`config.mk`:
```
export PLATFORM = sky130hd
export DESIGN_NAME = bram_window_reader
export DESIGN_NICKNAME = d
export VERILOG_FILES = /design/src/rtl/bram_window_pkg.sv /design/src/rtl/bram_window_reader_line_buffer.sv /design/src/rtl/bram_window_reader.sv
export SDC_FILE = /design/constraint.sdc
export NUM_CORES = 1
export LEC_CHECK = 0
export ABC_AREA = 0
export ABC_CLOCK_PERIOD_IN_PS = 42500
export CAP_MARGIN = 25
export CORE_MARGIN = 2
export CORE_UTILIZATION = 35
export DETAILED_ROUTE_END_ITERATION = 10
export GPL_TIMING_DRIVEN = 0
export PLACE_DENSITY = 0.51
export SLEW_MARGIN = 20
export SYNTH_ARGS = -nofsm -noshare
export SYNTH_HDL_FRONTEND = slang
export SYNTH_HIERARCHICAL = 1
export SYNTH_SLANG_ARGS = --single-unit
```
`constraint.sdc`:
```
create_clock -name clka -period 42.5 [get_ports clka]
set_input_delay 12.75 -clock clka [delete_from_list [all_inputs] [get_ports clka]]
set_output_delay 12.75 -clock clka [all_outputs]
set_load 0.1 [all_outputs]
```
`src/rtl/bram_window_pkg.sv`:
```
// Shared defaults, FSM state type and window sizing helper for the BRAM window reader.
package bram_window_pkg;

  localparam int DEF_IMG_W  = 64;
  localparam int DEF_IMG_H  = 128;
  localparam int DEF_ADDR_W = 13;
  localparam int DEF_DATA_W = 8;

  // Pixels in a 3x3 neighbourhood and width of the raster coordinate outputs
  localparam int WIN_PIX = 9;
  localparam int COORD_W = 7;

  typedef enum logic [1:0] {
    IDLE,
    READ,
    DRAIN,
    DONE
  } state_e;

  // Bit width of a packed 3x3 window of pixels that are dataW bits wide
  function automatic int win_bits(input int dataW);
    return WIN_PIX * dataW;
  endfunction

endpackage

```
`src/rtl/bram_window_reader_line_buffer.sv`:
```
// Fixed-latency pixel delay line: a pixel shifted in reappears on dout_o
// exactly DEPTH shifts later. Contents are never cleared; the reader masks
// stale data with its own validity gating.
module line_buffer
  import bram_window_pkg::*;
#(
  parameter int DEPTH = DEF_IMG_W,
  parameter int WIDTH = DEF_DATA_W
) (
  input  logic             clk_i,
  input  logic             shift_i,
  input  logic [WIDTH-1:0] din_i,
  output logic [WIDTH-1:0] dout_o
);

  logic [DEPTH-1:0][WIDTH-1:0] taps_q;

  // Move every stored pixel one tap further along the line on each absorb
  always_ff @(posedge clk_i) begin
    if (shift_i) begin
      taps_q <= {taps_q[DEPTH-2:0], din_i};
    end
  end

  assign dout_o = taps_q[DEPTH-1];

endmodule

```
`src/rtl/bram_window_reader.sv`:
```
// Streams a stored greyscale frame out of the pixel BRAM in raster order and
// presents one registered 3x3 neighbourhood per absorbed pixel to the edge stage.
module bram_window_reader
  import bram_window_pkg::*;
#(
  parameter int IMG_W  = DEF_IMG_W,
  parameter int IMG_H  = DEF_IMG_H,
  parameter int ADDR_W = DEF_ADDR_W,
  parameter int DATA_W = DEF_DATA_W
) (
  input  logic                        clka,
  input  logic                        rsta,
  input  logic                        start,
  output logic                        busy,
  output logic                        done,
  output logic                        bram_en,
  output logic                        bram_we,
  output logic [ADDR_W-1:0]           bram_addr,
  input  logic [DATA_W-1:0]           bram_dout,
  output logic                        win_valid,
  output logic [win_bits(DATA_W)-1:0] win,
  output logic [COORD_W-1:0]          win_x,
  output logic [COORD_W-1:0]          win_y
);

  localparam logic [ADDR_W-1:0]  LAST_ADDR = ADDR_W'(IMG_W * IMG_H - 1);
  localparam logic [COORD_W-1:0] LAST_X    = COORD_W'(IMG_W - 1);
  localparam logic [COORD_W-1:0] LAST_Y    = COORD_W'(IMG_H - 1);
  localparam logic [COORD_W-1:0] FIRST_WIN = COORD_W'(2);

  state_e state_q, state_d;

  logic [ADDR_W-1:0]                addr_q;
  logic                             rdValid_q;
  logic [COORD_W-1:0]               xPos_q;
  logic [COORD_W-1:0]               yPos_q;
  logic [WIN_PIX-1:0][DATA_W-1:0]   win_q;
  logic                             winValid_q;
  logic [COORD_W-1:0]               winX_q;
  logic [COORD_W-1:0]               winY_q;

  logic              frameStart;
  logic [DATA_W-1:0] lb0Out;
  logic [DATA_W-1:0] lb1Out;

  // A frame may begin from IDLE or directly out of the DONE cycle
  assign frameStart = start && ((state_q == IDLE) || (state_q == DONE));

  // FSM state register
  always_ff @(posedge clka) begin
    if (rsta) begin
      state_q <= IDLE;
    end else begin
      state_q <= state_d;
    end
  end

  // FSM next state: DRAIN waits until the read pipeline no longer holds a pixel
  always_comb begin
    state_d = state_q;
    case (state_q)
      IDLE:    if (start) state_d = READ;
      READ:    if (addr_q == LAST_ADDR) state_d = DRAIN;
      DRAIN:   if (!rdValid_q) state_d = DONE;
      DONE:    state_d = start ? READ : IDLE;
      default: state_d = IDLE;
    endcase
  end

  // FSM outputs: BRAM is only enabled while addresses are being issued
  always_comb begin
    busy    = 1'b0;
    done    = 1'b0;
    bram_en = 1'b0;
    case (state_q)
      READ: begin
        busy    = 1'b1;
        bram_en = 1'b1;
      end
      DRAIN:   busy = 1'b1;
      DONE:    done = 1'b1;
      default: ;
    endcase
  end

  // Address issue path: one address per READ cycle, restarting at 0 on each frame
  always_ff @(posedge clka) begin
    if (rsta) begin
      addr_q    <= '0;
      rdValid_q <= 1'b0;
    end else begin
      rdValid_q <= bram_en;
      if (frameStart) begin
        addr_q <= '0;
      end else if (state_q == READ) begin
        addr_q <= addr_q + 1'b1;
      end
    end
  end

  // Absorb path: raster counters track the pixel arriving on bram_dout, and the
  // window shifts left with each new column taken from the BRAM and line buffers
  always_ff @(posedge clka) begin
    if (rsta) begin
      xPos_q     <= '0;
      yPos_q     <= '0;
      win_q      <= '0;
      winValid_q <= 1'b0;
      winX_q     <= '0;
      winY_q     <= '0;
    end else begin
      winValid_q <= 1'b0;
      if (frameStart) begin
        xPos_q <= '0;
        yPos_q <= '0;
      end else if (rdValid_q) begin
        win_q[0] <= win_q[1];
        win_q[1] <= win_q[2];
        win_q[2] <= lb1Out;
        win_q[3] <= win_q[4];
        win_q[4] <= win_q[5];
        win_q[5] <= lb0Out;
        win_q[6] <= win_q[7];
        win_q[7] <= win_q[8];
        win_q[8] <= bram_dout;
        if ((xPos_q >= FIRST_WIN) && (yPos_q >= FIRST_WIN)) begin
          winValid_q <= 1'b1;
          winX_q     <= xPos_q - 1'b1;
          winY_q     <= yPos_q - 1'b1;
        end
        if (xPos_q == LAST_X) begin
          xPos_q <= '0;
          yPos_q <= (yPos_q == LAST_Y) ? '0 : yPos_q + 1'b1;
        end else begin
          xPos_q <= xPos_q + 1'b1;
        end
      end
    end
  end

  line_buffer #(
    .DEPTH (IMG_W),
    .WIDTH (DATA_W)
  ) u_lineBuf0 (
    .clk_i   (clka),
    .shift_i (rdValid_q),
    .din_i   (bram_dout),
    .dout_o  (lb0Out)
  );

  line_buffer #(
    .DEPTH (IMG_W),
    .WIDTH (DATA_W)
  ) u_lineBuf1 (
    .clk_i   (clka),
    .shift_i (rdValid_q),
    .din_i   (lb0Out),
    .dout_o  (lb1Out)
  );

  assign bram_we   = 1'b0;
  assign bram_addr = addr_q;
  assign win_valid = winValid_q;
  assign win       = win_q;
  assign win_x     = winX_q;
  assign win_y     = winY_q;

endmodule

```
# == Word-level counts from Yosys, hierarchy flattened ==
# Index checks and enable logic that the tools add are counted.
# word_totals
in_bits,11
output_inout_bits,104
regBits,1141
elab_cells,185
# op_classes
n_addsub,5
eq_ne,9
muxes,11
magnitude_cmp,2
reduce_logical,11
bitwise_logic,2
# ops
cell,n
$add A7 B1 Y7 const B,2
$ge A7 B2 Y1 const B,2
$mux W7,2
$sub A7 B1 Y7 const B,2
$add A13 B1 Y13 const B,1
$eq A13 B13 Y1 const B,1
$pmux W2 S4,1
$eq A7 B6 Y1 const B,1
$eq A7 B7 Y1 const B,1
$mux W2,3
$ne A2 B2 Y1 const B,3
$reduce_and A3 Y1,2
$mux W1,5
$eq A2 B2 Y1 const B,2
$reduce_and A2 Y1,2
$reduce_or A2 Y1,2
$reduce_or A3 Y1,1
$eq A2 B1 Y1 const B,1
$logic_and A1 B1 Y1,2
$logic_not A2 Y1,1
$not A1 Y1,2
$logic_or A1 B1 Y1,1

# == Longest topological paths before layout ==
# Gate-level depths: netlist of run 1.
# depth
ltp_word,5
mapped_depth,7
depth_no_buf,6

# == Cells and area by module ==
# The synthesis of run 1 kept the hierarchy.
# modules_own_cells
mod,instances,seq_area_each_um2,cells_each,area_per_inst_um2
line_buffer,2,15374.7,520,15434.8
bram_window_reader,1,2342.2,566,4669.5

# == Worst setup path after synthesis of run 1 ==
# Ideal clock, no wire load.
# synth_timing
kind,reg-to-reg
start,reg rdValid_q
end,reg yPos_q[0]
path_buffers,0
t_required_ns,42.382
setup_slack_ns,11.488
setup_ns,0.118
period_less_slack_ns,31.012
path_stages_with_launch,5
arrival_time_ns,30.894
cell_sequence,dfxtp_1 > nand4_1 > nor4_1 > a21o_1 > nor2_1
# synth_via
elab_chain_cells,1
# synth_rtl
item,line_no,source
from (decl),bram_window_reader.sv:34,logic rdValid_q;
from (signal assigned),bram_window_reader.sv:92,rdValid_q <= bram_en;
$reduce_and A2 Y1 (no line),-,
to (signal assigned),bram_window_reader.sv:133,yPos_q <= (yPos_q == LAST_Y) ? '0 : yPos_q + 1'b1;
to (decl),bram_window_reader.sv:36,logic [COORD_W-1:0] yPos_q;
# No other way between the ends.
# A chain may end at the register's enable or synchronous reset.

# == Final worst setup path of run 1 ==
# layout_timing
start,reg state_q[1]
end,out busy
# layout_via
elab_chain_cells,3
word_cells_on_any_way,4
classes_between,eq/ne: 2; mux: 1; reduce/logical: 1
# layout_rtl
item,line_no,source
from (decl),bram_window_reader.sv:31,"state_e state_q, state_d;"
from (signal assigned),bram_window_reader.sv:54,state_q <= state_d;
$eq A2 B1 Y1 / $eq A2 B2 Y1 (equally long branches),bram_window_reader.sv:75,case (state_q)
$reduce_or A2 Y1 (no line) (*),-,
$mux W1 (*),bram_window_reader.sv:75,
to (decl),bram_window_reader.sv:14,"output logic busy,"
# Every way passes the cells marked *; elsewhere a longest branch is shown, timed or not.

==> out/results.tsv, run 1 <==
stage	metric	value	unit
yosys	Yosys warning count	6	
die	die width	323	µm
job	max-cap viol count	0	
yosys	ys async rst share	0	%
pwr	Sw Share	23.2	%
routing	routed length on met3	2.88	mm
die	Placement Rows	116	
yosys	Post-Syn Area per Cell	22.1	µm²
sta	Slew HR	30.7	%
critical_path	CP arrival	2700	ps
yosys	top-count cell post-synth	edfxtp_1	
pwr	cell area power density	60.3	nW/µm²
sta	min cycle time layout	15450	ps
sta	Hold Violations, Final	0	
global_route	pin count of the biggest net entering global routing	65	
sta	Setup TNS Final	0	ps
placement	Placer Congestion	0.757	
pwr	switching pwr	0.000593	W
placement	Detail Placement HPWL	28.0	mm
finish	Layout Nets	1868	
clock_network	CTS Hold Bufs	0	
routing	Vias	14300	
sta	post-route clock period utilization	36.4	%
critical_path	critical path cell sequence	inv_1 > ha_1 > clkdlybuf4s50_1	
sta	hold slack	409	ps
sta	unrepaired setup endpoints after global routing	false	
clock_network	Setup Buffers After CTS	0	
routing	Top Metal Used	met4	
clock_network	CTS H-Tree Depth	3	
pwr	Flop pwr share	53.5	%
yosys	area share of the largest cell type after synthesis	86.5	%
clock_network	Worst-path clk slew	60	ps
yosys	register bit total from synthesis	1141	
yosys	sequential-to-total area share from yosys stat	93.1	%
die	I/O pins	115	
global_route	global route total overflow	0	
yosys	Syn Nets	1629	
yosys	Post-Syn Area	35500	µm²
die	Starting Density	35.4	%
global_route	first-pass GRT wire length	80.7	mm
routing	drt pass-1 iters	5	
die	core area	100000	µm²
pwr	VDD IR-drop max	0.0000374	V
routing	WL met2	21.1	mm
routing	vias per cell	4.35	
yosys	ys flop type	edfxtp_1	
worst_hold_path	HP Class	flip-flop to flip-flop	
sta	Worst Skew	20.3	ps
pwr	Lkg Pwr	11.3	nW
clock_network	Root Buffer	clkbuf_16	
critical_path	Setup crit start kind	flip-flop	
clock_network	CTS buffer count	106	
routing	routed wire length	51.5	mm
global_route	overall track demand over capacity in global routing	9.77	%
yosys	count of unique library cells instantiated by Yosys	40	
yosys	top cell type by total area after synthesis	edfxtp_1	
yosys	top post-synthesis cells by count	1024 x edfxtp_1, 162 x nand2_1, 117 x dfxtp_1	
sta	final setup fails	0	
die	die height	323	µm
pwr	P_int	0.00197	W
routing	DRC viols	0	
placement	port buffer count	112	
sta	fmax	0.0647	GHz
clock_network	CTS tree	done	
sta	Slew Limit Fails	0	
routing	1st-iter DRT viols	1231	
routing	post-DR wirelength/cell	15.7	µm
routing	M1 WL	26.1	mm
finish	diode count	0	
critical_path	Worst setup EP type	output pin	
routing	Antenna Violating Nets Remaining	0	
yosys	post-synthesis cell count	1606	
global_route	vias in the first global route	14100	
die	Die Area	104000	µm²
global_route	initial antenna violation count	1	
pwr	Clk pwr share	37.9	%
clock_network	total clock sinks	1141	
clock_network	Clock Latency Late Sink	660	ps
clock_network	PostCTS Resize Cnt	0	
finish	area growth from synthesis to final layout	19.4	%
yosys	ranking of synthesized cells by area	edfxtp_1 87%, dfxtp_1 6.6%, nand2_1 1.7%	
critical_path	Critical Path RT	29750	ps
critical_path	crit path max-delay cell type	clkdlybuf4s50_1	
yosys	Post-synth EDFFs	1024	
critical_path	CP Class	flip-flop to output pin	
critical_path	Crit path largest cell delay	1180	ps
clock_network	Clock Path Buffers	3	
outcome	outcome	complete, no violations	
finish	share of post-route cells with drive strength above 1	11.4	%
pwr	combinational share of power	8.5	%
sta	worst slew pin tran	1040	ps
critical_path	CP max FO	5	
## state kept, by name, indices dropped and copies added (netlist names)
signal,cells
bram_addr,13
rdValid_q,1
state_q,2
u_lineBuf0/dout_o,8
u_lineBuf0/taps_q,504
u_lineBuf1/dout_o,8
u_lineBuf1/taps_q,504
win,72
win_valid,1
win_x,7
win_y,7
xPos_q,7
yPos_q,7
## cell type report
| type | count | area (µm²) |
|---|---|---|
| sequential | 1141 | 33100 |
| clock buffer | 131 | 2820 |
| fill | 8730 | 58000 |
| multi-input combinational | 399 | 2120 |
| buffer | 53 | 284 |
| inverter | 13 | 48.8 |
| tap | 1357 | 1700 |
| timing repair buffer | 131 | 1570 |
| clock inverter | 66 | 798 |
## final timing paths
kind                          from                    end  slack (ps)  cells after the start
max reg2reg              rdValid_q                win[17]       39330                      8
min reg2reg  u_lineBuf1/taps_q[73]  u_lineBuf1/taps_q[81]         410                      0
max                     state_q[1]                   busy       27050                      3
min          u_lineBuf1/taps_q[73]  u_lineBuf1/taps_q[81]         410                      0
## power by group through the flow
| stage | registers, W | clock network [W] | logic [W] |
|---|---|---|---|
| final | 0.00137 | 0.000971 | 0.000218 |
| after floorplan | 0.00170 | 0 | 0.0000460 |
| after detailed placement | 0.00139 | 0 | 0.000224 |
| after global routing | 0.00138 | 0.00105 | 0.000238 |
| after CTS | 0.00137 | 0.00100 | 0.000224 |
| after global placement | 0.00176 | 0 | 0.000112 |
## per-layer routing
layer | GRT usage (%) | vias to the layer above
met5 | 0 | -
met4 | 3.57 | 0
met3 | 2.85 | 118
met2 | 13.3 | 314
met1 | 14.8 | 7258
li1 | - | 6641
## through the flow
step,worst slack [ps],util (%),cells,power (W),instance area [µm²]
global placement,1810,38.2,3075,0.00187,38400
detailed placement,27330,38.6,3094,0.00162,38800
CTS,26970,42.2,3291,0.00260,42400
finish,27050,42.2,3291,0.00256,42400
floorplan,11490,-,1606,0.00175,35500
global route,26930,42.2,3291,0.00266,42400
## critical path, delay by kind of cell (launching register included)
kind | cells | cell delay [ps]
buffers and inverters | 2 | 1290
flip-flops | 1 | 410
adder cells (fa/ha/maj) | 1 | 350
## cell usage in the layout, fill, tap and decap left out, types with 10 or more instances in the layout
master,netlist,final
a211oi_1,12,12
a21oi_1,93,93
buf_16,0,15
buf_2,4,11
buf_4,17,17
bufinv_16,0,17
clkbuf_1,29,47
clkbuf_16,0,107
clkdlybuf4s50_1,0,105
clkinv_1,0,16
clkinv_2,0,21
dfxtp_1,117,116
edfxtp_1,1024,1024
ha_1,12,12
inv_1,13,13
nand2_1,162,162
nand4_1,10,10
nor2_1,24,23
nor3_1,11,11
xnor2_1,18,18
## logic make-up (layout without fill, tap and decap cells)
| logic type | after synthesis | in the layout | share of synthesized area (%) |
|---|---|---|---|
| AO/OA/AOI/OAI | 125 | 125 | 2.00 |
| XOR/XNOR | 26 | 26 | 0.641 |
| adder cells (fa/ha/maj) | 12 | 12 | 0.422 |
| buffers and inverters | 66 | 394 | 0.933 |
| flip-flops | 1141 | 1141 | 93.1 |
| multiplexers | 2 | 2 | 0.0563 |
| other | 1 | 1 | 0.0106 |
| AND/OR/NAND/NOR | 233 | 233 | 2.83 |
Power figures use the tool's default switching activity.
==> run 2: changes to the inputs <==
ABC_CLOCK_PERIOD_IN_PS = 12700   (was 42500)
PLACE_DENSITY = 0.53   (was 0.51)
clock period = 12.7 ns   (was 42.5 ns; I/O delays follow)
==> out/results.tsv, run 2 (synthesis results as in run 1) <==
stage	metric	value	unit
global_route	vias in the first global route	14200	
critical_path	reg2reg end	win[14]	
die	Die Area	104000	µm²
routing	post-DR wirelength/cell	15.1	µm
critical_path	crit path max-delay cell type	clkdlybuf4s50_1	
pwr	cell area power density	198	nW/µm²
die	die height	323	µm
clock_network	CTS H-Tree Depth	3	
critical_path	r2r setup slk	9550	ps
sta	post-route clock period utilization	51.0	%
clock_network	Setup Buffers After CTS	0	
routing	Antenna Violating Nets Remaining	0	
die	core area	100000	µm²
placement	Detail Placement HPWL	26.2	mm
sta	Hold Violations, Final	0	
sta	Slew Limit Fails	0	
critical_path	delay-heaviest family, CP	buffers and inverters	
outcome	outcome	complete, no violations	
sta	unrepaired setup endpoints after global routing	false	
critical_path	critical path depth	3	
finish	Util after Layout	42.1	%
die	I/O pins	115	
pwr	Lkg Pwr	11.2	nW
global_route	overall track demand over capacity in global routing	9.41	%
clock_network	Worst-path clk slew	60	ps
worst_hold_path	cell count of the worst hold path	0	
clock_network	Clock Path Buffers	3	
finish	commonest cells after routing, fill and taps aside	1024 x edfxtp_1, 162 x nand2_1, 116 x dfxtp_1, 112 x clkdlybuf4s50_1, 110 x clkbuf_16	
worst_hold_path	HP Class	flip-flop to flip-flop	
global_route	first-pass GRT wire length	78.5	mm
finish	Layout Nets	1869	
finish	area growth from synthesis to final layout	18.9	%
routing	vias per cell	4.36	
critical_path	CP Class	flip-flop to output pin	
clock_network	CTS buffer count	106	
worst_hold_path	hold path endpoint	u_lineBuf0/taps_q[177]	
sta	fmax	0.154	GHz
placement	Placer Congestion	0.780	
clock_network	Root Buffer	clkbuf_16	
finish	share of post-route cells with drive strength above 1	10.5	%
sta	Worst Skew	23.2	ps
placement	port buffer count	112	
critical_path	Setup crit start kind	flip-flop	
clock_network	Clock Latency Late Sink	650	ps
clock_network	CTS Hold Bufs	0	
critical_path	CP max FO	5	
clock_network	CTS tree	done	
global_route	pin count of the biggest net entering global routing	70	
critical_path	critical path cell sequence	inv_1 > ha_1 > clkdlybuf4s50_1	
sta	final setup fails	0	
global_route	global route total overflow	0	
critical_path	r2r worst-path depth	7	
sta	worst slew pin tran	1020	ps
worst_hold_path	worst min-delay path startpoint	u_lineBuf0/taps_q[169]	
sta	Slew HR	31.7	%
routing	Vias	14400	
global_route	initial antenna violation count	0	
critical_path	worst path bufs/invs	2	
die	Starting Density	35.4	%
die	die width	323	µm
critical_path	Worst setup EP type	output pin	
job	max-cap viol count	0	
clock_network	PostCTS Resize Cnt	0	
pwr	VDD IR-drop max	0.000105	V
critical_path	r2r startpoint	rdValid_q	
sta	min cycle time layout	6470	ps
finish	commonest non-fill, non-tap cell in the layout	edfxtp_1	
routing	1st-iter DRT viols	1228	
clock_network	total clock sinks	1141	
die	Placement Rows	116	
routing	DRC viols	0	
routing	routed wire length	49.6	mm
critical_path	Critical Path RT	8890	ps
routing	drt pass-1 iters	5	
critical_path	Crit path largest cell delay	1180	ps
critical_path	CP arrival	2660	ps
pwr	Total Power	0.00836	W
run 2: area by class of cell:
class                      instances  area [µm²]
inverter                          13        48.8
multi-input combinational        399        2120
clock inverter                    63         509
timing repair buffer             132        1620
sequential                      1141       33100
antenna                            1        2.50
tap                             1357        1700
fill                            8740       58200
clock buffer                     134        2860
buffer                            53         285
run 2: per-stage QoR:
stage               instance area [µm²]  worst slack [ps]  setup TNS (ps)  hold WS (ps)  cells
finish                            42200              6230               0           398   3293
global route                      42200              6110               0           407   3292
CTS                               42200              6160               0           401   3292
detailed placement                38900              6270               0           405   3095
global placement                  38400              -362           -2080           402   3075
floorplan                         35500              2400               0           400   1606
run 2: how the worst max path moves through the flow:
stage / from / end / slack (ps)
2_1_floorplan: rdValid_q / yPos_q[0] / 2400
3_3_place_gp: rdValid_q / yPos_q[2] / -360
3_5_place_dp: start / win[49] / 6270
4_1_cts: state_q[0] / busy / 6160
5_1_grt: state_q[0] / busy / 6110
6_report: state_q[0] / busy / 6230
run 2: power by group:
| group | switching (W) | total, W | internal [W] |
|---|---|---|---|
| Sequential | 0.0000861 | 0.00459 | 0.00450 |
| Clock | 0.00129 | 0.00304 | 0.00175 |
| Combinational | 0.000574 | 0.000733 | 0.000159 |
run 2: metal layers:
layer  part of all wire [%]  vias to the layer above  track usage [%]
li1                       -                     6659                -
met3                    5.8                      112             3.01
met2                     41                      321             12.7
met1                     51                     7276             14.2
met4                    2.6                        0             3.28
met5                      0                        -                0
run 2: worst register-to-register path: stages, from the launching register on:
cell and delay, ps:
dfxtp_4 730, clkbuf_1 550, inv_1 230, nor2_2 450, buf_8 210, clkbuf_1 490
nand2_1 260, a21oi_1 170
